`src/rtl/bcd_pkg.sv`:
```
// Shared definitions for the sequential binary-to-BCD converter.
package bcd_pkg;

    localparam int BCD_DIGIT_W = 4;

    typedef enum logic [1:0] {
        ST_IDLE  = 2'd0,
        ST_SHIFT = 2'd1,
        ST_DONE  = 2'd2
    } state_t;

    // Width of a down-counter that must hold the value n.
    function automatic int cnt_width(input int n);
        return $clog2(n + 1);
    endfunction

endpackage

```
`src/rtl/bcd_converter_seq_if.sv`:
```
// Valid/ready bus between a producer/consumer (master) and the converter (slave).
interface bcd_converter_seq_if
    import bcd_pkg::*;
#(
    parameter int BIN_W  = 8,
    parameter int DIGITS = 3
);
    logic                          in_valid;
    logic                          in_ready;
    logic [BIN_W-1:0]              bin_in;
    logic                          out_valid;
    logic                          out_ready;
    logic [BCD_DIGIT_W*DIGITS-1:0] bcd_out;
    logic                          sign_out;
    logic                          overflow;

    modport master (
        output in_valid, bin_in, out_ready,
        input  in_ready, out_valid, bcd_out, sign_out, overflow
    );

    modport slave (
        input  in_valid, bin_in, out_ready,
        output in_ready, out_valid, bcd_out, sign_out, overflow
    );
endinterface

```
`src/rtl/bcd_digit_adj.sv`:
```
// One BCD digit of the double-dabble step: add 3 when the digit is 5 or more,
// so the following left shift carries correctly into the next decade.
module bcd_digit_adj
    import bcd_pkg::*;
(
    input  logic [BCD_DIGIT_W-1:0] digit_in,
    output logic [BCD_DIGIT_W-1:0] digit_out
);
    // Conditional +3 adjust.
    always_comb begin
        digit_out = digit_in;
        if (digit_in >= BCD_DIGIT_W'(5)) begin
            digit_out = digit_in + BCD_DIGIT_W'(3);
        end
    end
endmodule

```
`src/rtl/bcd_converter_seq.sv`:
```
// Multi-cycle binary-to-BCD converter, one shift-and-add-3 step per clock.
//
//   state    | meaning
//   ---------+--------------------------------------------------------
//   ST_IDLE  | ready for a new value; in_ready=1
//   ST_SHIFT | BIN_W adjust+shift steps, counter counts down to 1
//   ST_DONE  | result presented on out_valid, held until out_ready
module bcd_converter_seq
    import bcd_pkg::*;
#(
    parameter int BIN_W     = 8,
    parameter int DIGITS    = 3,
    parameter int SIGNED_EN = 0
) (
    input logic               clk,
    input logic               rst_n,
    bcd_converter_seq_if.slave bus
);
    localparam int BCD_W = BCD_DIGIT_W * DIGITS;
    localparam int CNT_W = cnt_width(BIN_W);

    state_t             state, state_nxt;
    logic [BIN_W-1:0]   bin_q;
    logic [BCD_W-1:0]   bcd_q;
    logic [BCD_W-1:0]   bcd_adj;
    logic [CNT_W-1:0]   cnt_q;
    logic               sign_q;
    logic               ovf_q;
    logic [BIN_W-1:0]   mag;
    logic               neg;
    logic               accept;
    logic               last_step;
    logic [BCD_W-1:0]   bcd_shifted;
    logic               ovf_step;

    logic [BCD_W-1:0]   bcd_o;
    logic               sign_o;
    logic               ovf_o;
    logic               valid_o;

    for (genvar d = 0; d < DIGITS; d++) begin : g_adj
        bcd_digit_adj u_adj (
            .digit_in  (bcd_q  [d*BCD_DIGIT_W +: BCD_DIGIT_W]),
            .digit_out (bcd_adj[d*BCD_DIGIT_W +: BCD_DIGIT_W])
        );
    end

    // Magnitude and sign of the incoming value; -2**(BIN_W-1) negates onto itself,
    // which read as unsigned is exactly the right magnitude.
    always_comb begin
        mag = bus.bin_in;
        neg = 1'b0;
        if (SIGNED_EN != 0 && bus.bin_in[BIN_W-1]) begin
            neg = 1'b1;
            mag = -bus.bin_in;
        end
    end

    assign accept      = (state == ST_IDLE) && bus.in_valid;
    assign last_step   = (state == ST_SHIFT) && (cnt_q == CNT_W'(1));
    assign bcd_shifted = {bcd_adj[BCD_W-2:0], bin_q[BIN_W-1]};
    assign ovf_step    = ovf_q | bcd_adj[BCD_W-1];

    // State register.
    always_ff @(posedge clk or negedge rst_n) begin
        if (!rst_n) state <= ST_IDLE;
        else        state <= state_nxt;
    end

    // Next-state logic.
    always_comb begin
        state_nxt = state;
        case (state)
            ST_IDLE:  if (bus.in_valid)  state_nxt = ST_SHIFT;
            ST_SHIFT: if (last_step)     state_nxt = ST_DONE;
            ST_DONE:  if (bus.out_ready) state_nxt = ST_IDLE;
            default:                     state_nxt = ST_IDLE;
        endcase
    end

    // Working shift registers and step counter.
    always_ff @(posedge clk or negedge rst_n) begin
        if (!rst_n) begin
            bin_q  <= '0;
            bcd_q  <= '0;
            cnt_q  <= '0;
            sign_q <= 1'b0;
            ovf_q  <= 1'b0;
        end else if (accept) begin
            bin_q  <= mag;
            bcd_q  <= '0;
            cnt_q  <= CNT_W'(BIN_W);
            sign_q <= neg;
            ovf_q  <= 1'b0;
        end else if (state == ST_SHIFT) begin
            bin_q  <= {bin_q[BIN_W-2:0], 1'b0};
            bcd_q  <= bcd_shifted;
            cnt_q  <= cnt_q - CNT_W'(1);
            ovf_q  <= ovf_step;
        end
    end

    // Result registers, loaded only on the final step so no partial value is visible.
    always_ff @(posedge clk or negedge rst_n) begin
        if (!rst_n) begin
            bcd_o   <= '0;
            sign_o  <= 1'b0;
            ovf_o   <= 1'b0;
            valid_o <= 1'b0;
        end else if (last_step) begin
            bcd_o   <= bcd_shifted;
            sign_o  <= sign_q;
            ovf_o   <= ovf_step;
            valid_o <= 1'b1;
        end else if (valid_o && bus.out_ready) begin
            valid_o <= 1'b0;
        end
    end

    assign bus.in_ready  = (state == ST_IDLE);
    assign bus.out_valid = valid_o;
    assign bus.bcd_out   = bcd_o;
    assign bus.sign_out  = sign_o;
    assign bus.overflow  = ovf_o;

endmodule

```
`src/flat_wrapper.sv`:
```
// flat-port wrapper written by rule: the top's interface ports become plain ports
module bcd_converter_seq_flat import bcd_pkg::*;
#(
    parameter int BIN_W     = 8,
    parameter int DIGITS    = 3,
    parameter int SIGNED_EN = 0
)
  (clk, rst_n, bus_in_valid, bus_bin_in, bus_out_ready, bus_in_ready, bus_out_valid, bus_bcd_out, bus_sign_out, bus_overflow);
  bcd_converter_seq_if #(.BIN_W(BIN_W), .DIGITS(DIGITS)) bus_i ();
  input logic clk;
  input logic rst_n;
  input wire logic [$bits(bus_i.in_valid)-1:0] bus_in_valid;
  input wire logic [$bits(bus_i.bin_in)-1:0] bus_bin_in;
  input wire logic [$bits(bus_i.out_ready)-1:0] bus_out_ready;
  output wire logic [$bits(bus_i.in_ready)-1:0] bus_in_ready;
  output wire logic [$bits(bus_i.out_valid)-1:0] bus_out_valid;
  output wire logic [$bits(bus_i.bcd_out)-1:0] bus_bcd_out;
  output wire logic [$bits(bus_i.sign_out)-1:0] bus_sign_out;
  output wire logic [$bits(bus_i.overflow)-1:0] bus_overflow;
  assign bus_i.in_valid = bus_in_valid;
  assign bus_i.bin_in = bus_bin_in;
  assign bus_i.out_ready = bus_out_ready;
  assign bus_in_ready = bus_i.in_ready;
  assign bus_out_valid = bus_i.out_valid;
  assign bus_bcd_out = bus_i.bcd_out;
  assign bus_sign_out = bus_i.sign_out;
  assign bus_overflow = bus_i.overflow;
  bcd_converter_seq #(.BIN_W(BIN_W), .DIGITS(DIGITS), .SIGNED_EN(SIGNED_EN)) u_core (.clk(clk), .rst_n(rst_n), .bus(bus_i));
endmodule
```
`config.mk`:
```
export PLATFORM = sky130hd
export DESIGN_NAME = bcd_converter_seq_flat
export DESIGN_NICKNAME = d
export VERILOG_FILES = /design/src/rtl/bcd_pkg.sv /design/src/rtl/bcd_converter_seq_if.sv /design/src/rtl/bcd_digit_adj.sv /design/src/rtl/bcd_converter_seq.sv /design/src/flat_wrapper.sv
export SDC_FILE = /design/constraint.sdc
export NUM_CORES = 1
export LEC_CHECK = 0
export CAP_MARGIN = 25
export CORE_MARGIN = 2
export CORE_UTILIZATION = 48
export DETAILED_ROUTE_END_ITERATION = 8
export GPL_ROUTABILITY_DRIVEN = 0
export PLACE_DENSITY = 0.75
export SLEW_MARGIN = 20
export SYNTH_ARGS = -nofsm -noshare
export SYNTH_HDL_FRONTEND = slang
export SYNTH_SLANG_ARGS = --single-unit
```
`constraint.sdc`:
```
create_clock -name clk -period 1.5 [get_ports clk]
set_input_delay 0.3 -clock clk [delete_from_list [all_inputs] [get_ports clk]]
set_output_delay 0.3 -clock clk [all_outputs]
set_load 0.005 [all_outputs]
```
==> results.toml, run 1 <==
[run_status]
status = "finished, violations left"
violations = "negative setup slack"

[global_route]
grt-ovfl-total = 0
grtUsageTotal_pct = 19.4
antenna_found_initial = 0
grt_pass1_wl_um = 6570
grt_pass1_vias = 1459
grt_start_max_net_pins = 42

[die]
dieArea_um2 = 4550
rows = 23
die_y_um = 67.5
start_util_pct = 49.0
die_w_um = 67.5
top_level_ports = 28
core_area_um2 = 3940

[final_layout]
fin_nets = 271
synthToLayoutAreaGrowth_pct = 44.4
stdcell_count = 302
diodes = 0
layout_common_cells = "dfrtp_1 (41), nand2_1 (35), buf_4 (27)"
final_common_cell = "dfrtp_1"
fillers = 297
drive_gt1_share_pct = 30.6

[routing]
totalWireLength_um = 4380
dr.pass1.iters = 4
vias = 1590
routed_via_density = 5.26
drtIter0Drc = 86
route.detailed.drc = 0
postRouteAntennaNets = 0
wl_per_cell_um = 14.5

[power_and_ir_drop]
total_power_w = 0.00641
ir_drop_v = 0.00125
leakage_nw = 1.31
p_per_area_nw_per_um2 = 2300

[sta]
finalSetupViolations = 2
period_share_pct = 101
hold_viol = 0
setup_tns_ns = -0.0155
finalCriticalPeriod_ns = 1.51
fin_skew_ns = 0.00756
timing.final.ws_setup_ns = -0.0123
fmax_ghz = 0.661
rsz0062_at_grt = "yes"
slew_violations = 0

[logic_synthesis]
synthCells = 192
yosysUniqueCellTypes = 29
avgSynthCellArea_um2 = 10.1
synth_area_um2 = 1930
synth_fp_nets = 212
seq_area_frac_synth_pct = 53.1
ys_warn_count = 0
synth_seq_cells = 41

[job]
drv_cap = 0

[worst_hold_path]
min_path_type = "reg2reg"

[worst_setup_path]
arrival_ns = 1.71
crit_type = "reg2reg"
crit_path_end_kind = "flop"
crit_fanout = 6
worstPathRequired_ns = 1.69
start_kind = "flop"

[cts]
ctsLongestPathBuffers = 2
cts.reportedPaths.clkPinSlew_ns = 0.09
cts_buffers = 5
cts_sinks = 41
cts_tree = "built"
clk_latency_ns = 0.30
cts_root_buffer = "clkbuf_8"
ctsHtreeMaxLevel = 2

[place]
placed_cells = 278
io_buffers = 26
dp_hpwl_um = 2510
flip-flops by register name, indices dropped and copies added, names as in the netlist:
signal                flops
u_core.bin_q              8
u_core.state              2
u_core.bus.out_valid      1
u_core.bus.bcd_out       12
u_core.bcd_q             12
u_core.ovf_q              1
u_core.bus.overflow       1
u_core.cnt_q              4
where the power goes:
group | total [W] | internal (W) | switching, W
sequential | 0.00202 | 0.00159 | 0.000431
clock | 0.00107 | 0.000661 | 0.000405
combinational | 0.00332 | 0.00180 | 0.00152
final cells by class:
class,instances,area [µm²],area share (%)
tap,50,62.6,2.24
clock buffer,5,68.8,2.47
sequential,41,1030,36.8
clock inverter,3,65.1,2.33
inverter,9,33.8,1.21
timing repair buffer,59,553,19.8
multi-input combinational,135,982,35.2
worst paths after layout:
path                                                   startpoint                           endpoint  slack [ns]  cells after the start
worst max register to register        u_core.cnt_q[1]$_DFFE_PN0P_  u_core.bus.bcd_out[6]$_DFFE_PN0P_       -0.01                      5
min in group asynchronous                                   rst_n        u_core.bin_q[0]$_DFFE_PN0P_        0.49                      3
worst max-delay path                  u_core.cnt_q[1]$_DFFE_PN0P_  u_core.bus.bcd_out[6]$_DFFE_PN0P_       -0.01                      5
worst min register to register  u_core.bus.bcd_out[1]$_DFFE_PN0P_  u_core.bus.bcd_out[1]$_DFFE_PN0P_        0.48                      2
worst min-delay path            u_core.bus.bcd_out[1]$_DFFE_PN0P_  u_core.bus.bcd_out[1]$_DFFE_PN0P_        0.48                      2
max in group asynchronous                                   rst_n        u_core.bin_q[6]$_DFFE_PN0P_        0.81                      3
metal layers:
metal	up-vias	part of all wire [%]	global-route usage, %
li1	770	-	-
met1	781	43	25.6
met2	32	51	29.9
met3	7	4.2	5.33
met4	0	1.6	8.16
met5	-	0	0
repair_timing:
action                                  CTS  global route
pin swaps                                 1             6
endpoints found under the hold margin    41             0
resized for setup                        11            45
cloned                                    0             2
hold buffers                              1             0
setup buffers                             3            10
endpoints found under the setup margin   13            22
cells by family (layout without fill, tap and decap cells):
kind of cell | Yosys count | after routing | synth area share (%)
xor gates and xnor gates | 5 | 5 | 2.27
DFF | 41 | 41 | 53.1
adders and majority gates | 8 | 8 | 5.18
muxes | 7 | 7 | 4.08
other | 1 | 1 | 0.194
buffers and inverters | 17 | 76 | 4.85
and+or+nand+nor | 65 | 66 | 16.3
AOI/OAI and AO/OA | 48 | 48 | 14.0
stage by stage:
step                      setup slack (ns)  cell area [µm²]  hold WS, ns  util, %
after global routing               -0.0502             2790        0.507     70.8
final                              -0.0123             2790        0.485     70.8
after floorplan                    0.00779             1930      0.00441        -
after CTS                         -0.00201             2540        0.488     64.4
after detailed placement            -0.291             2340        0.290     59.3
after global placement              -0.273             2340        0.287     59.3
critical path, cell delays in order, from the launching register on:
cell and delay (ns):
dfrtp_1 0.39, inv_2 0.09, ha_4 0.13, nor3b_4 0.27
nand2_4 0.17, mux2_4 0.34
cells in the mapped netlist:
| library cell | n | area [µm²] |
|---|---|---|
| o31ai_1 | 1 | 7.51 |
| a22o_1 | 3 | 26.3 |
| conb_1 | 1 | 3.75 |
| buf_4 | 1 | 7.51 |
| nor4_1 | 1 | 6.26 |
| nand3_1 | 4 | 20.0 |
| buf_6 | 3 | 33.8 |
| xnor2_1 | 4 | 35.0 |
| clkbuf_1 | 1 | 3.75 |
| nor2_2 | 1 | 6.26 |
| a21oi_1 | 11 | 55.1 |
| nor2_1 | 3 | 11.3 |
| ha_1 | 8 | 100 |
| xor2_1 | 1 | 8.76 |
| mux2i_1 | 3 | 30.0 |
| mux2_4 | 1 | 15.0 |
| nand2_1 | 38 | 143 |
| nor2b_1 | 1 | 6.26 |
| nor3_1 | 3 | 15.0 |
| nor3b_2 | 1 | 12.5 |
| o21ai_0 | 26 | 130 |
| nand2_4 | 1 | 11.3 |
| dfrtp_1 | 41 | 1030 |
| inv_1 | 9 | 33.8 |
| nor3b_1 | 7 | 52.6 |
| a22oi_1 | 7 | 52.6 |
| mux2_2 | 3 | 33.8 |
| nand2b_1 | 5 | 31.3 |
| buf_2 | 3 | 15.0 |
Power figures use the tool's default switching activity.
==> inputs of run 2 (changes only) <==
--- a/config.mk
+++ b/config.mk
@@ -7,11 +7,12 @@
 export LEC_CHECK = 0
 export CAP_MARGIN = 25
 export CORE_MARGIN = 2
-export CORE_UTILIZATION = 48
+export CORE_UTILIZATION = 49
 export DETAILED_ROUTE_END_ITERATION = 8
 export GPL_ROUTABILITY_DRIVEN = 0
 export PLACE_DENSITY = 0.75
 export SLEW_MARGIN = 20
 export SYNTH_ARGS = -nofsm -noshare
 export SYNTH_HDL_FRONTEND = slang
+export SYNTH_HIERARCHICAL = 1
 export SYNTH_SLANG_ARGS = --single-unit
==> results.toml, run 2 <==
[global_route]
grt_pass1_wl_um = 6800
antenna_found_initial = 0
grtUsageTotal_pct = 19.8
grt_start_max_net_pins = 27
grt_pass1_vias = 1517
grt-ovfl-total = 0

[die]
dieArea_um2 = 4710
core_area_um2 = 4000
die_w_um = 68.6
die_y_um = 68.6
rows = 23
start_util_pct = 51.2
top_level_ports = 28

[job]
drv_cap = 0

[sta]
finalSetupViolations = 0
max_slew_margin_pct = 62.2
period_share_pct = 98.1
slew_violations = 0
worstMarginPinSlew_ns = 0.566
finalCriticalPeriod_ns = 1.47
setup_tns_ns = 0
fmax_ghz = 0.680
fin_skew_ns = 0.00337
rsz0062_at_grt = "yes"
hold_viol = 0
timing.final.ws_setup_ns = 0.0292

[cts]
cts_sinks = 41
cts.reportedPaths.clkPinSlew_ns = 0.08
ctsHtreeMaxLevel = 2
cts_tree = "built"
clk_latency_ns = 0.29
ctsLongestPathBuffers = 2
cts_root_buffer = "clkbuf_8"
cts_buffers = 5

[run_status]
status = "complete, no violations"

[worst_setup_path]
start_kind = "flop"
crit_fanout = 11
crit_type = "reg2reg"
regToRegSetupSlack_ns = 0.03
critPathLaunch = "u_core/cnt_q[1]$_DFFE_PN0P_"
reg2reg_to = "u_core/bus.bcd_out[4]$_DFFE_PN0P_"
max_stage_delay_ns = 0.39
worstPathRequired_ns = 1.68
arrival_ns = 1.66
r2r_cells = 6
crit_slowest_cell = "dfrtp_1"
timing.rr.start = "u_core/cnt_q[1]$_DFFE_PN0P_"
crit_path_end_kind = "flop"
path_cells = "inv_2 -> ha_1 -> nor3b_4 -> nand2_2 -> buf_12 -> mux2_4"

[routing]
drtIter0Drc = 69
totalWireLength_um = 4180
dr.pass1.iters = 4
routed_via_density = 5.22
vias = 1566
postRouteAntennaNets = 0
route.detailed.drc = 0
wl_per_cell_um = 13.9

[logic_synthesis]
synth_top_cell_by_area = "dfrtp_1"
synth_area_leaders = "dfrtp_1 (50%), nand2_1 (9.7%), mux2_4 (5.9%), ha_1 (4.9%), o21ai_0 (4.2%)"
synth_top_cell_area_share_pct = 50.1
synth_area_um2 = 2050
seq_area_frac_synth_pct = 50.1
synth_ff_type = "dfrtp_1"
synth_fp_nets = 223
avgSynthCellArea_um2 = 10.1
synth_commonest_cells = "nand2_1 (53), dfrtp_1 (41), o21ai_0 (17)"
synth_seq_cells = 41
async_flop_share_pct = 100
yosysMostFrequentCell = "nand2_1"
synth-edff-count = 0
yosysUniqueCellTypes = 32
synthCells = 203
ys_warn_count = 6

[power_and_ir_drop]
leakage_nw = 1.31
ir_drop_v = 0.000951
p_per_area_nw_per_um2 = 2130

[final_layout]
fin_nets = 269
diodes = 0
final_common_cell = "nand2_1"
layout_common_cells = "nand2_1 (53), dfrtp_1 (41), clkdlybuf4s50_1 (20)"
synthToLayoutAreaGrowth_pct = 31.4
fin_area_um2 = 2690
drive_gt1_share_pct = 26.0

[worst_hold_path]
min_path_type = "in2async"

[place]
dpl_worst_slack_ns = -0.0326
dpl_cell_area_um2 = 2430
io_buffers = 26
dp_hpwl_um = 2780
run 2: cell count changes in the layout (fill, tap and decap cells not counted), moves of 4 or more:
cell / delta
nand2_1: +18
buf_4: -9
nor2_1: +6
nand3_1: -4
mux2_4: +5
a21oi_1: -6
nor3b_1: -6
run 2: final cells by class:
| cell class | count | area [µm²] |
|---|---|---|
| Clock buffer | 6 | 72.6 |
| Clock inverter | 2 | 10.0 |
| Fill cell | 325 | 1310 |
| Inverter | 10 | 37.5 |
| Multi-Input combinational cell | 143 | 1020 |
| Sequential cell | 41 | 1030 |
| Tap cell | 50 | 62.6 |
| Timing Repair Buffer | 48 | 460 |
run 2: cell families (layout without fill, tap and decap cells):
family	Yosys count	after routing	synth area share, %
other	1	1	0.183
flip-flops	41	41	50.1
adder cells (fa/ha/maj)	8	8	4.89
XOR/XNOR	4	4	1.71
AO/OA/AOI/OAI	39	39	11.5
AND/OR/NAND/NOR	75	75	16.8
multiplexers	16	16	10.0
buffers and inverters	19	66	4.77
run 2: worst max path at each step:
stage | endpoint | slack [ns] | depth (start not counted)
after floorplan | u_core/bus.bcd_out[0]$_DFFE_PN0P_ | 0.02 | 6
after global placement | u_core/bus.bcd_out[10]$_DFFE_PN0P_ | 0.02 | 5
after detailed placement | u_core/bin_q[3]$_DFFE_PN0P_ | -0.03 | 4
after CTS | u_core/bus.bcd_out[6]$_DFFE_PN0P_ | 0.002 | 6
after global routing | u_core/bus.bcd_out[2]$_DFFE_PN0P_ | -0.04 | 6
final | u_core/bus.bcd_out[4]$_DFFE_PN0P_ | 0.03 | 6
run 2: routing by layer:
layer / up-vias / global-route usage, % / wire (µm)
met5: - / 0 / 0
met4: 0 / 8.75 / 64
met3: 5 / 3.90 / 143
met2: 34 / 32.1 / 2080
met1: 764 / 25.6 / 1890
li1: 763 / - / -
run 2: critical path, delay by kind of cell (launching register included):
kind / cells / cell delay [ns]
fa+ha+maj: 1 / 0.13
buf+inv: 2 / 0.22
flops: 1 / 0.39
mux: 1 / 0.29
simple gates: 2 / 0.32
run 2: per-stage QoR:
step	hold slack, ns	utilization, %	instances	power, W
after global placement	0.245	60.7	283	0.00445
after global routing	0.514	67.3	300	0.00623
after floorplan	0.00441	-	203	0.00363
after detailed placement	0.244	60.7	283	0.00458
after CTS	0.459	63.6	295	0.00533
final	0.469	67.3	300	0.00573
run 2: report_power, final:
group	total, W	internal [W]	switching (W)
clock	0.000702	0.000323	0.000379
combinational	0.00304	0.00162	0.00142
sequential	0.00199	0.00160	0.000393
total	0.00573	0.00354	0.00219
run 2: repair_timing:
item | CTS | global route
setup endpoints to repair | 6 | 24
gates resized for setup | 2 | 28
hold buffers | 1 | 0
pin swaps | 4 | 3
endpoints found under the hold margin | 15 | 0
buffers inserted | 3 | 5
